[src/rtl/if_fetch_stage.sv]
// Instruction-fetch front end: owns the architectural PC, issues in-order
// fetches to instruction memory under a credit limit, tags each fetch with
// its PC, buffers returned words and presents {pc, instr, pc+4} to decode.
// Redirects from execute retarget the PC, flush the buffer and mark every
// still-in-flight fetch as stale so its response is dropped on arrival.
module if_fetch_stage #(
  parameter logic [31:0] RESET_PC   = 32'h0000_0000,
  parameter int          FIFO_DEPTH = 2
) (
  input  logic        clk,
  input  logic        rst,
  input  logic        redirect_i,
  input  logic [31:0] redirect_pc_i,
  output logic        imem_req_valid_o,
  input  logic        imem_req_ready_i,
  output logic [31:0] imem_req_addr_o,
  input  logic        imem_rsp_valid_i,
  input  logic [31:0] imem_rsp_data_i,
  output logic        if_valid_o,
  input  logic        if_ready_i,
  output logic [31:0] if_pc_o,
  output logic [31:0] if_instr_o,
  output logic [31:0] if_pc_plus4_o
);

  localparam int              PW       = $clog2(FIFO_DEPTH);
  localparam int              CW       = $clog2(FIFO_DEPTH + 1);
  localparam logic [CW:0]     DEPTH_W  = (CW + 1)'(FIFO_DEPTH);
  localparam logic [PW-1:0]   LAST_PTR = PW'(FIFO_DEPTH - 1);
  localparam logic [31:0]     NOP      = 32'h0000_0013;

  typedef enum logic {BOOT, RUN} state_t;

  typedef struct packed {
    logic [31:0] pc;
    logic [31:0] instr;
  } entry_t;

  state_t        state_q, state_d;
  logic [31:0]   pc_q;

  logic [31:0]   tag_mem [FIFO_DEPTH];
  logic [PW-1:0] tag_wr_q, tag_rd_q;

  entry_t        buf_mem [FIFO_DEPTH];
  logic [PW-1:0] buf_wr_q, buf_rd_q;

  logic [CW-1:0] count_q, outstanding_q, drop_cnt_q;

  logic          flush, req_fire, rsp_fire, rsp_drop, push, pop;
  entry_t        head;

  // The redirect target is word-aligned; its two low bits are dropped on purpose.
  logic          unused_rpc_bits;
  assign unused_rpc_bits = ^redirect_pc_i[1:0];

  // Circular pointer advance that also works for non-power-of-two depths.
  function automatic logic [PW-1:0] ptr_inc(input logic [PW-1:0] p);
    return (p == LAST_PTR) ? '0 : p + 1'b1;
  endfunction

  // State register: BOOT for one cycle after reset, then RUN forever.
  // NOTE: sequential state uses non-blocking (<=) so every flop samples pre-edge values.
  always_ff @(posedge clk or posedge rst) begin
    if (rst) state_q <= BOOT;
    else     state_q <= state_d;
  end

  // Next state and the credit-limited request strobe.
  // NOTE: every output of this block gets a default first, so no latch can be inferred.
  always_comb begin
    state_d          = state_q;
    imem_req_valid_o = 1'b0;
    unique case (state_q)
      BOOT: state_d = RUN;
      RUN:  imem_req_valid_o = !redirect_i &&
                               (({1'b0, outstanding_q} + {1'b0, count_q}) < DEPTH_W);
    endcase
  end

  assign flush    = redirect_i && (state_q == RUN);
  assign req_fire = imem_req_valid_o && imem_req_ready_i;
  assign rsp_fire = imem_rsp_valid_i && (outstanding_q != '0);
  assign rsp_drop = rsp_fire && (drop_cnt_q != '0);
  assign push     = rsp_fire && !rsp_drop && !flush;
  assign pop      = if_valid_o && if_ready_i && !flush;

  assign imem_req_addr_o = pc_q;

  // Architectural PC: redirect wins, otherwise advance on each accepted fetch.
  always_ff @(posedge clk or posedge rst) begin
    if (rst)             pc_q <= RESET_PC;
    else if (redirect_i) pc_q <= {redirect_pc_i[31:2], 2'b00};
    else if (req_fire)   pc_q <= pc_q + 32'd4;
  end

  // Storage arrays for fetch tags and buffered instructions.
  // NOTE: the arrays carry no reset; pointers and counts gate every read of them.
  always_ff @(posedge clk) begin
    if (req_fire) tag_mem[tag_wr_q] <= pc_q;
    if (push)     buf_mem[buf_wr_q] <= '{pc: tag_mem[tag_rd_q], instr: imem_rsp_data_i};
  end

  // Tag queue pointers: written on accept, consumed by every response.
  always_ff @(posedge clk or posedge rst) begin
    if (rst) begin
      tag_wr_q <= '0;
      tag_rd_q <= '0;
    end else begin
      if (req_fire) tag_wr_q <= ptr_inc(tag_wr_q);
      if (rsp_fire) tag_rd_q <= ptr_inc(tag_rd_q);
    end
  end

  // In-flight fetch counter; a same-cycle accept and response cancel out.
  always_ff @(posedge clk or posedge rst) begin
    if (rst) begin
      outstanding_q <= '0;
    end else begin
      unique case ({req_fire, rsp_fire})
        2'b10:   outstanding_q <= outstanding_q + 1'b1;
        2'b01:   outstanding_q <= outstanding_q - 1'b1;
        default: outstanding_q <= outstanding_q;
      endcase
    end
  end

  // Stale-response counter: a redirect condemns everything still in flight.
  always_ff @(posedge clk or posedge rst) begin
    if (rst)           drop_cnt_q <= '0;
    else if (flush)    drop_cnt_q <= outstanding_q - CW'(rsp_fire);
    else if (rsp_drop) drop_cnt_q <= drop_cnt_q - 1'b1;
  end

  // Instruction buffer bookkeeping; a redirect empties it outright.
  always_ff @(posedge clk or posedge rst) begin
    if (rst) begin
      buf_wr_q <= '0;
      buf_rd_q <= '0;
      count_q  <= '0;
    end else if (flush) begin
      buf_wr_q <= '0;
      buf_rd_q <= '0;
      count_q  <= '0;
    end else begin
      if (push) buf_wr_q <= ptr_inc(buf_wr_q);
      if (pop)  buf_rd_q <= ptr_inc(buf_rd_q);
      count_q <= count_q + CW'(push) - CW'(pop);
    end
  end

  assign head          = buf_mem[buf_rd_q];
  assign if_valid_o    = (count_q != '0);
  assign if_pc_o       = if_valid_o ? head.pc    : 32'h0;
  assign if_instr_o    = if_valid_o ? head.instr : NOP;
  assign if_pc_plus4_o = if_pc_o + 32'd4;

endmodule

[config.mk]
export PLATFORM = sky130hd
export DESIGN_NAME = if_fetch_stage
export DESIGN_NICKNAME = d
export VERILOG_FILES = /design/src/rtl/if_fetch_stage.sv
export SDC_FILE = /design/constraint.sdc
export NUM_CORES = 1
export LEC_CHECK = 0
export CORE_ASPECT_RATIO = 1.1
export CORE_MARGIN = 2
export CORE_UTILIZATION = 38
export CTS_BUF_LIST = sky130_fd_sc_hd__clkbuf_16
export DETAILED_ROUTE_END_ITERATION = 12
export GPL_TIMING_DRIVEN = 1
export MAX_ROUTING_LAYER = met4
export PLACE_DENSITY_LB_ADDON = 0.3
export SKIP_CTS_REPAIR_TIMING = 1
export SLEW_MARGIN = 30
export SYNTH_ARGS = -nofsm -noshare
export SYNTH_HDL_FRONTEND = slang
export SYNTH_SLANG_ARGS = --single-unit
export TNS_END_PERCENT = 30
[constraint.sdc]
create_clock -name clk -period 3.69 [get_ports clk]
set_input_delay 0.738 -clock clk [delete_from_list [all_inputs] [get_ports clk]]
set_output_delay 0.738 -clock clk [all_outputs]
set_load 0.03 [all_outputs]
# After elaboration in Yosys (flattened, before gate mapping)
# Memories as Yosys holds them, arrays and structs flattened.
# Cells that the tools add are included.
# W data, S select, Z words.
# word_totals
ff_bits	43
wordCells	68
input_bits	70
mem_bits_rw	192
output_inout_bits	130
memories	2
# classes
n_eq_ne	2
magnitude_cmp	1
mux	21
addsub	13
reduce_logical	20
# mem_list
memory	words	width	rd	rd_clocked_by_memory_dff	write_ports	line	source
buf_mem	2	64	1	0	1	45	entry_t buf_mem [FIFO_DEPTH];
tag_mem	2	32	1	0	1	42	logic [31:0] tag_mem [FIFO_DEPTH];
# ops
operator	n
$mux W32	4
$add A32 B3 Y32 const B	2
$reduce_bool A2 Y1	8
$mux W1	13
$logic_and A1 B1 Y1	9
$mux W2	3
$add A1 B1 Y1 const B	4
$pmux W2 S2	1
$sub A2 B1 Y2	2
$sub A2 B1 Y2 const B	2
$add A2 B2 Y3	1
$logic_not A1 Y1	3
$lt A3 B2 Y1 const B	1
$add A2 B1 Y2	1
$add A2 B1 Y2 const B	1
$eq A2 B1 Y1 const B	1
$eq A2 B2 Y1 const B	1

# Longest topological paths before layout
# Gate-level depths: netlist (run 1).
# logic_depth
ltp_word	9
mapped_depth	13
ltp_nobuf	10

# Worst setup path after synthesis (run 1)
# OpenSTA, ideal clock, no wires.
# synth_path
path_kind	input -> register
start	input redirect_i
end	memory buf_mem[0][0] (netlist name) (enable)
path_slack_ps	-590
n_path_buf	1
t_arrival_ps	3797
required_ps	3208
path_stages	4
path_cell_list	clkbuf_1 -> nand2_1 -> nand3_1 -> nor2_1
# synth_via
elab_chain_len	5
# synth_rtl
item	line	source
start: declaration	12	input logic redirect_i,
$logic_and A1 B1 Y1	81	assign flush = redirect_i && (state_q == RUN);
$logic_not A1 Y1	85	assign push = rsp_fire && !rsp_drop && !flush;
$logic_and A1 B1 Y1	85	
$mux W1	101	if (push) buf_mem[buf_wr_q] <= '{pc: tag_mem[tag_rd_q], instr: imem_rsp_data_i};
$mux W1 (implied by the code)	101	
end: declaration	45	
# Every way passes these cells.

# Worst setup path in the final report (run 1)
# layout_path
start	register buf_rd_q
end	output if_pc_plus4_o[18]
# layout_via
elab_chain_len	3
# layout_rtl
item	line	source
start: declaration	46	logic [PW-1:0] buf_wr_q, buf_rd_q;
start signal: assignment	147	if (pop) buf_rd_q <= ptr_inc(buf_rd_q);
$mem_v2 Z2 W64	n/a	
$mux W32	154	assign if_pc_o = if_valid_o ? head.pc : 32'h0;
$add A32 B3 Y32	156	assign if_pc_plus4_o = if_pc_o + 32'd4;
end: declaration	23	output logic [31:0] if_pc_plus4_o
# Every way passes these cells.

==> flow_metrics.py, run 1 <==
metrics = {
    "global_routing": {
        "grt_pass1_vias": 6543,
        "grt_pass1_wl_um": 35600,
        "overflow": 0,
        "grt_usage": 0.162,
        "grt_max_degree": 70,
        "antenna_found_initial": 0,
    },
    "worst_hold_path": {
        "min_path_type": "flip-flop to flip-flop",
        "hold_depth": 1,
        "whs_endpoint": "tag_wr_q$_DFFE_PP0P_",
        "worstHoldStart": "tag_wr_q$_DFFE_PP0P_",
    },
    "placement": {
        "gp_congestion": 0.817,
        "hpwl_um": 15200,
        "place_inst": 1278,
        "io_buffers": 191,
    },
    "sta": {
        "setup_tns_ps": -40.5,
        "fmax_ghz": 0.268,
        "finalClockSkew_ps": 19.7,
        "whs_ps": 511,
        "tightest_slew_ps": 810,
        "finalSetupViolCount": 1,
        "slew_viol_final": 0,
        "period_share": 1.01,
        "setup_ws_ps": -40.5,
        "slew_headroom": 0.454,
        "rsz0062_at_grt": "yes",
        "min_period_ps": 3730,
        "hold_violations": 0,
    },
    "worst_setup_path": {
        "r2r_slack_ps": 790,
        "crit_start": "buf_rd_q$_DFFE_PP0P_",
        "crit_arrival_ps": 2990,
        "reg2reg_from": "count_q[0]$_DFF_PP0_",
        "reg2regPathDepth": 8,
        "crit_required_ps": 2950,
        "startpoint_type": "flip-flop",
        "worstSetupEndpointType": "output pin",
        "timing.rr.end": "imem_req_addr_o[14]$_DFFE_PP0P_",
        "worst-path-max-fanout": 5,
        "path_class": "flip-flop to output pin",
    },
    "routing": {
        "routed_wl_um": 23200,
        "routed_via_density": 5.03,
        "drtIter0Drc": 357,
        "ant_nets": 0,
        "drc": 0,
        "dr.pass1.iters": 5,
        "wl_per_cell_um": 17.4,
        "num_vias": 6705,
    },
    "synthesis": {
        "async_flop_share": 0.182,
        "avgSynthCellArea_um2": 13.6,
        "syn-instance-count": 751,
        "ys.flop_type": "edfxtp_1",
        "synth_cell_type_count": 66,
        "synth_warnings": 0,
        "synth_area_leaders": "edfxtp_1 54%, dfrtp_1 10%, mux2i_1 6.1%, mux2_2 3.5%, nor2_1 2.9%",
        "ys_seq_area_frac": 0.642,
        "yosysTopAreaCell": "edfxtp_1",
        "synth_top_area_frac": 0.541,
        "synth.cell_area_um2": 10200,
        "synth_edf_count": 184,
        "synth-seq-cells": 225,
    },
    "floorplan": {
        "fp.dieH_um": 176,
        "start_util": 0.388,
        "fp-row-count": 62,
        "die_area_um2": 28200,
        "die_x_um": 160,
        "core-area_um2": 26300,
        "io_pins": 200,
    },
    "power_and_ir_drop": {
        "intPower_uw": 6360,
        "p_sw_uw": 3960,
        "p_per_area_nw_per_um2": 755,
        "pwr-share-clk": 0.214,
        "power_uw": 10300,
        "ir_drop_mv": 0.396,
        "pwr-share-seq": 0.332,
        "power_frac_comb": 0.454,
        "power.leakage_uw": 0.00494,
        "sw_frac_of_total": 0.384,
    },
    "clocking": {
        "htree_levels": 1,
        "cts_buffer_depth": 3,
        "clk_latency_ps": 520,
        "root_buffer": "clkbuf_16",
        "clock-sinks": 225,
        "path_clk_slew_ps": 60,
        "cts_buffers": 24,
        "cts_tree": "yes",
    },
    "final_layout": {
        "nFillCells": 2249,
        "nNetsFinal": 1040,
        "instances_no_fill": 1332,
        "utilization": 0.519,
        "drive_above_1_share": 0.177,
        "area_growth_pct": 33.9,
        "diodes": 0,
    },
    "flow_run": {
        "maxCapViolCount": 0,
    },
    "outcome": {
        "violations": "negative setup slack",
        "status": "finished, violations left",
    },
}
## power by group through the flow
| stage | combinational [µW] | clock [µW] | sequential [µW] |
|---|---|---|---|
| after CTS | 4540 | 2270 | 3420 |
| final | 4680 | 2210 | 3430 |
| after floorplan | 2740 | 0 | 3500 |
| after global placement | 4490 | 0 | 3460 |
| after detailed placement | 4520 | 0 | 3470 |
| after global routing | 4970 | 2350 | 3470 |
## through the flow
step,instance area [µm²],worst slack [ps]
floorplan,10200,-590
global placement,12600,338
detailed placement,12600,270
CTS,13400,-282
global route,13700,-178
finish,13700,-40.5
## cell families (layout without fill, tap and decap cells)
| family | after synthesis | after routing | share of synthesized area |
|---|---|---|---|
| xor+xnor | 39 | 39 | 0.0335 |
| fa+ha+maj | 8 | 8 | 0.0105 |
| simple gates | 238 | 240 | 0.123 |
| buf+inv | 60 | 282 | 0.0333 |
| mux | 94 | 94 | 0.0961 |
| flops | 225 | 225 | 0.642 |
| compound gates | 85 | 85 | 0.0606 |
| other cells | 2 | 7 | 0.000736 |
## registers in the layout, indices dropped and copies added, names as in the netlist
register / cells
tag_rd_q: 1
buf_rd_q: 1
buf_wr_q: 1
buf_mem: 124
count_q: 2
drop_cnt_q: 2
imem_req_addr_o: 30
outstanding_q: 2
state_q: 1
tag_mem: 60
tag_wr_q: 1
## worst max path at each step
stage	to	depth (start not counted)	slack (ps)
6_report	if_pc_plus4_o[18]	12	-40
5_1_grt	if_pc_plus4_o[18]	12	-180
4_1_cts	if_pc_plus4_o[18]	10	-280
3_5_place_dp	if_pc_plus4_o[18]	10	270
3_3_place_gp	if_pc_plus4_o[24]	10	340
2_1_floorplan	buf_mem[0][0]$_DFFE_PP_	4	-590
## synthesized netlist by cell type, drive strengths merged, types with 3 or more instances
library cell,instances
nand2,60
clkbuf,12
buf,25
xnor2,15
and3,3
nand3,29
and2,3
mux2i,62
nand3b,6
o311ai,10
o21ai,24
nor3,17
mux2,32
a221o,7
nor4,13
nand4,19
nor2,82
a21oi,15
xor2,24
a211oi,5
o211ai,7
a31oi,4
inv,22
ha,7
dfrtp,41
edfxtp,184
## per-layer routing
layer  wire, µm  global-route usage  share of wire  vias to the layer above
met3       1360              0.0274          0.059                       27
met5          0                   -              0                        -
met2      10800               0.254           0.47                      224
met4        295              0.0349          0.013                        0
li1           -                   -              -                     3229
met1      10700               0.224           0.46                     3225
## cell type report
cell class	count	area (µm²)	share of cell area
flip-flops and latches	225	6560	0.480
multi-input cells	473	3550	0.260
repair buffers	215	2300	0.168
clock buffers	24	601	0.0440
well taps	352	440	0.0322
clock inverters	20	130	0.00953
inverters	23	86.3	0.00632
## placed cells by master (no fill, tap or decap), types with 6 or more instances in the layout
master,instances
clkdlybuf4s50_1,165
xnor2_1,15
ha_1,6
a221o_1,7
inv_1,25
edfxtp_1,184
nand3b_1,6
nor3_2,10
xor2_1,20
nor3_1,6
mux2i_1,60
mux2_2,31
o21ai_0,22
buf_12,18
o311ai_1,6
buf_4,28
nand4_1,16
nor2_1,74
conb_1,7
nand3_1,26
clkbuf_16,25
o211ai_1,7
clkinv_2,7
nand2_1,59
a21oi_1,13
dfrtp_1,40
## worst max-delay path: stages, from the launching register on
cell and delay (ps):
dfrtp_4 510, buf_4 150, mux2_4 190, nand2_2 60, inv_2 80, ha_4 140
o21ai_2 60, a211oi_2 190, buf_4 180, nand4_4 230, nor3_2 330, xor2_2 210
buf_12 140
No activity file was read; power rests on OpenSTA's default activity.
==> run 2, diff against run 1 <==
--- a/config.mk
+++ b/config.mk
@@ -14,3 +14,3 @@
 export MAX_ROUTING_LAYER = met4
-export PLACE_DENSITY_LB_ADDON = 0.3
+export PLACE_DENSITY = 0.65
 export SKIP_CTS_REPAIR_TIMING = 1
==> constraint.sdc (replaced) <==
create_clock -name clk -period 3.69 [get_ports clk]
set_input_delay 0.369 -clock clk [delete_from_list [all_inputs] [get_ports clk]]
set_output_delay 0.369 -clock clk [all_outputs]
set_load 0.03 [all_outputs]
==> run 2 against run 1 <==
The run now ends clean. Fmax up 3.6%. Core utilization fell by 1.4 points. Count of clock-buffer cells in the layout grew 1. Combinational power shrank 7.3%. Global-route usage decreased by 0.16 points. Worst hold slack got worse by 210 ps. Sequential power barely moved. Register-to-register slack better by 40 ps. First-iteration DRC count is 13% lower. Critical endpoint is now if_pc_plus4_o[24]. Largest cell class unchanged.
==> flow_metrics.py, run 2 (synthesized netlist as in run 1, its figures left out) <==
metrics = {
    "global_routing": {
        "overflow": 0,
        "grt_usage": 0.160,
        "antenna_found_initial": 0,
        "grt_pass1_vias": 6506,
        "grt_pass1_wl_um": 35300,
        "grt_max_degree": 63,
    },
    "sta": {
        "finalSetupViolCount": 0,
        "fmax_ghz": 0.278,
        "slew_viol_final": 0,
        "slew_headroom": 0.570,
        "setup_ws_ps": 87.8,
        "rsz0062_at_grt": "yes",
        "period_share": 0.976,
        "finalClockSkew_ps": 7.78,
        "min_period_ps": 3600,
        "hold_violations": 0,
        "tightest_slew_ps": 644,
    },
    "final_layout": {
        "layout_common_cells": "184 x edfxtp_1, 172 x clkdlybuf4s50_1, 75 x nor2_1",
        "drive_above_1_share": 0.138,
        "regMostFlops": "buf_mem",
        "nFillCells": 2261,
        "multi_input_area_um2": 3350,
        "area_growth_pct": 30.3,
        "diodes": 0,
        "final_common_cell": "edfxtp_1",
        "largest_reg_flops": 124,
        "instances_no_fill": 1322,
        "utilization": 0.506,
        "nNetsFinal": 1030,
        "seq_area_um2": 6560,
    },
    "placement": {
        "hpwl_um": 15600,
        "gp_congestion": 0.818,
        "io_buffers": 191,
        "place_inst": 1277,
        "place_ws_ps": 453,
    },
    "routing": {
        "ant_nets": 0,
        "num_vias": 6645,
        "drc": 0,
        "routed_via_density": 5.03,
        "wl_per_cell_um": 16.9,
        "drtIter0Drc": 311,
        "dr.pass1.iters": 4,
        "routed_wl_um": 22300,
    },
    "clocking": {
        "path_clk_slew_ps": 60,
        "clk_latency_ps": 510,
        "cts_tree": "yes",
        "cts_buffers": 24,
        "clock-sinks": 225,
        "root_buffer": "clkbuf_16",
        "htree_levels": 1,
        "cts_buffer_depth": 3,
    },
    "worst_setup_path": {
        "worstSetupEndpointType": "output pin",
        "worst-path-max-fanout": 14,
        "crit_arrival_ps": 3230,
        "crit_required_ps": 3320,
        "startpoint_type": "flip-flop",
        "path_class": "flip-flop to output pin",
    },
    "floorplan": {
        "io_pins": 200,
        "fp-row-count": 62,
        "core-area_um2": 26300,
        "fp.dieH_um": 176,
        "die_x_um": 160,
        "start_util": 0.388,
        "die_area_um2": 28200,
    },
    "power_and_ir_drop": {
        "p_per_area_nw_per_um2": 751,
        "power.leakage_uw": 0.00480,
        "ir_drop_mv": 0.335,
    },
    "worst_hold_path": {
        "min_path_type": "input pin to asynchronous set/reset pin",
    },
    "outcome": {
        "status": "completed",
    },
    "flow_run": {
        "maxCapViolCount": 0,
    },
}
run 2: changes by cell type in the layout (fill, tap and decap cells not counted), moves of 3 or more:
cell,previous run,this run
nor3_2,10,5
buf_12,18,10
nor4_2,5,8
nand4_4,4,1
clkdlybuf4s50_1,165,172
xor2_2,4,0
xor2_1,20,24
nor4_4,4,1
nor3_1,6,12
buf_4,28,21
dlymetal6s2s_1,1,4
run 2: path summary, 6_finish.rpt:
path                       depth (start not counted)            startpoint  slack [ps]                              to
min reg2reg                                        1  tag_wr_q$_DFFE_PP0P_         520            tag_wr_q$_DFFE_PP0P_
max in group asynchronous                          3                   rst        2970            buf_rd_q$_DFFE_PP0P_
max                                               11  buf_rd_q$_DFFE_PP0P_          90               if_pc_plus4_o[24]
max reg2reg                                        7  count_q[0]$_DFF_PP0_         830        tag_mem[0][21]$_DFFE_PP_
min                                                3                   rst         300  imem_req_addr_o[2]$_DFFE_PP0P_
min in group clk                                   3      redirect_pc_i[3]         430  imem_req_addr_o[3]$_DFFE_PP0P_
run 2: worst max-delay path, stage by stage, from the launching register on:
cell	delay [ps]
dfrtp_4	570
mux2_2	260
nand2_1	60
inv_1	90
ha_1	210
o21ai_0	150
a211oi_2	220
buf_4	160
nand4_4	220
nor4_2	330
xor2_1	280
buf_12	160
run 2: metrics by stage:
step                      cell area, µm²  TNS, ps  hold slack [ps]  total power, µW
after CTS                          13300     -201              313            10100
after floorplan                    10200   -28960              468             6240
after detailed placement           12500        0              498             7880
after global placement             12500        0              493             7830
final                              13300        0              300             9980
after global routing               13300     -234              360            10500
run 2: layout make-up:
cell class | instances | share of cell area
Tap cell | 352 | 0.0331
Timing Repair Buffer | 207 | 0.160
Inverter | 23 | 0.00677
Multi-Input combinational cell | 471 | 0.252
Clock buffer | 25 | 0.0470
Sequential cell | 225 | 0.493
Clock inverter | 19 | 0.00781
run 2: per-layer routing:
metal | part of all wire | GRT usage | vias to the layer above
met3 | 0.050 | 0.0253 | 32
met4 | 0.019 | 0.0417 | 0
met2 | 0.46 | 0.251 | 208
met5 | 0 | - | -
met1 | 0.47 | 0.220 | 3207
li1 | - | - | 3198
run 2: power by group:
part | total, µW | leakage (µW) | switching, µW | internal, µW
clock | 2190 | 0.000388 | 906 | 1280
combinational | 4340 | 0.00224 | 2600 | 1740
sequential | 3450 | 0.00217 | 270 | 3180
total | 9980 | 0.00480 | 3770 | 6210
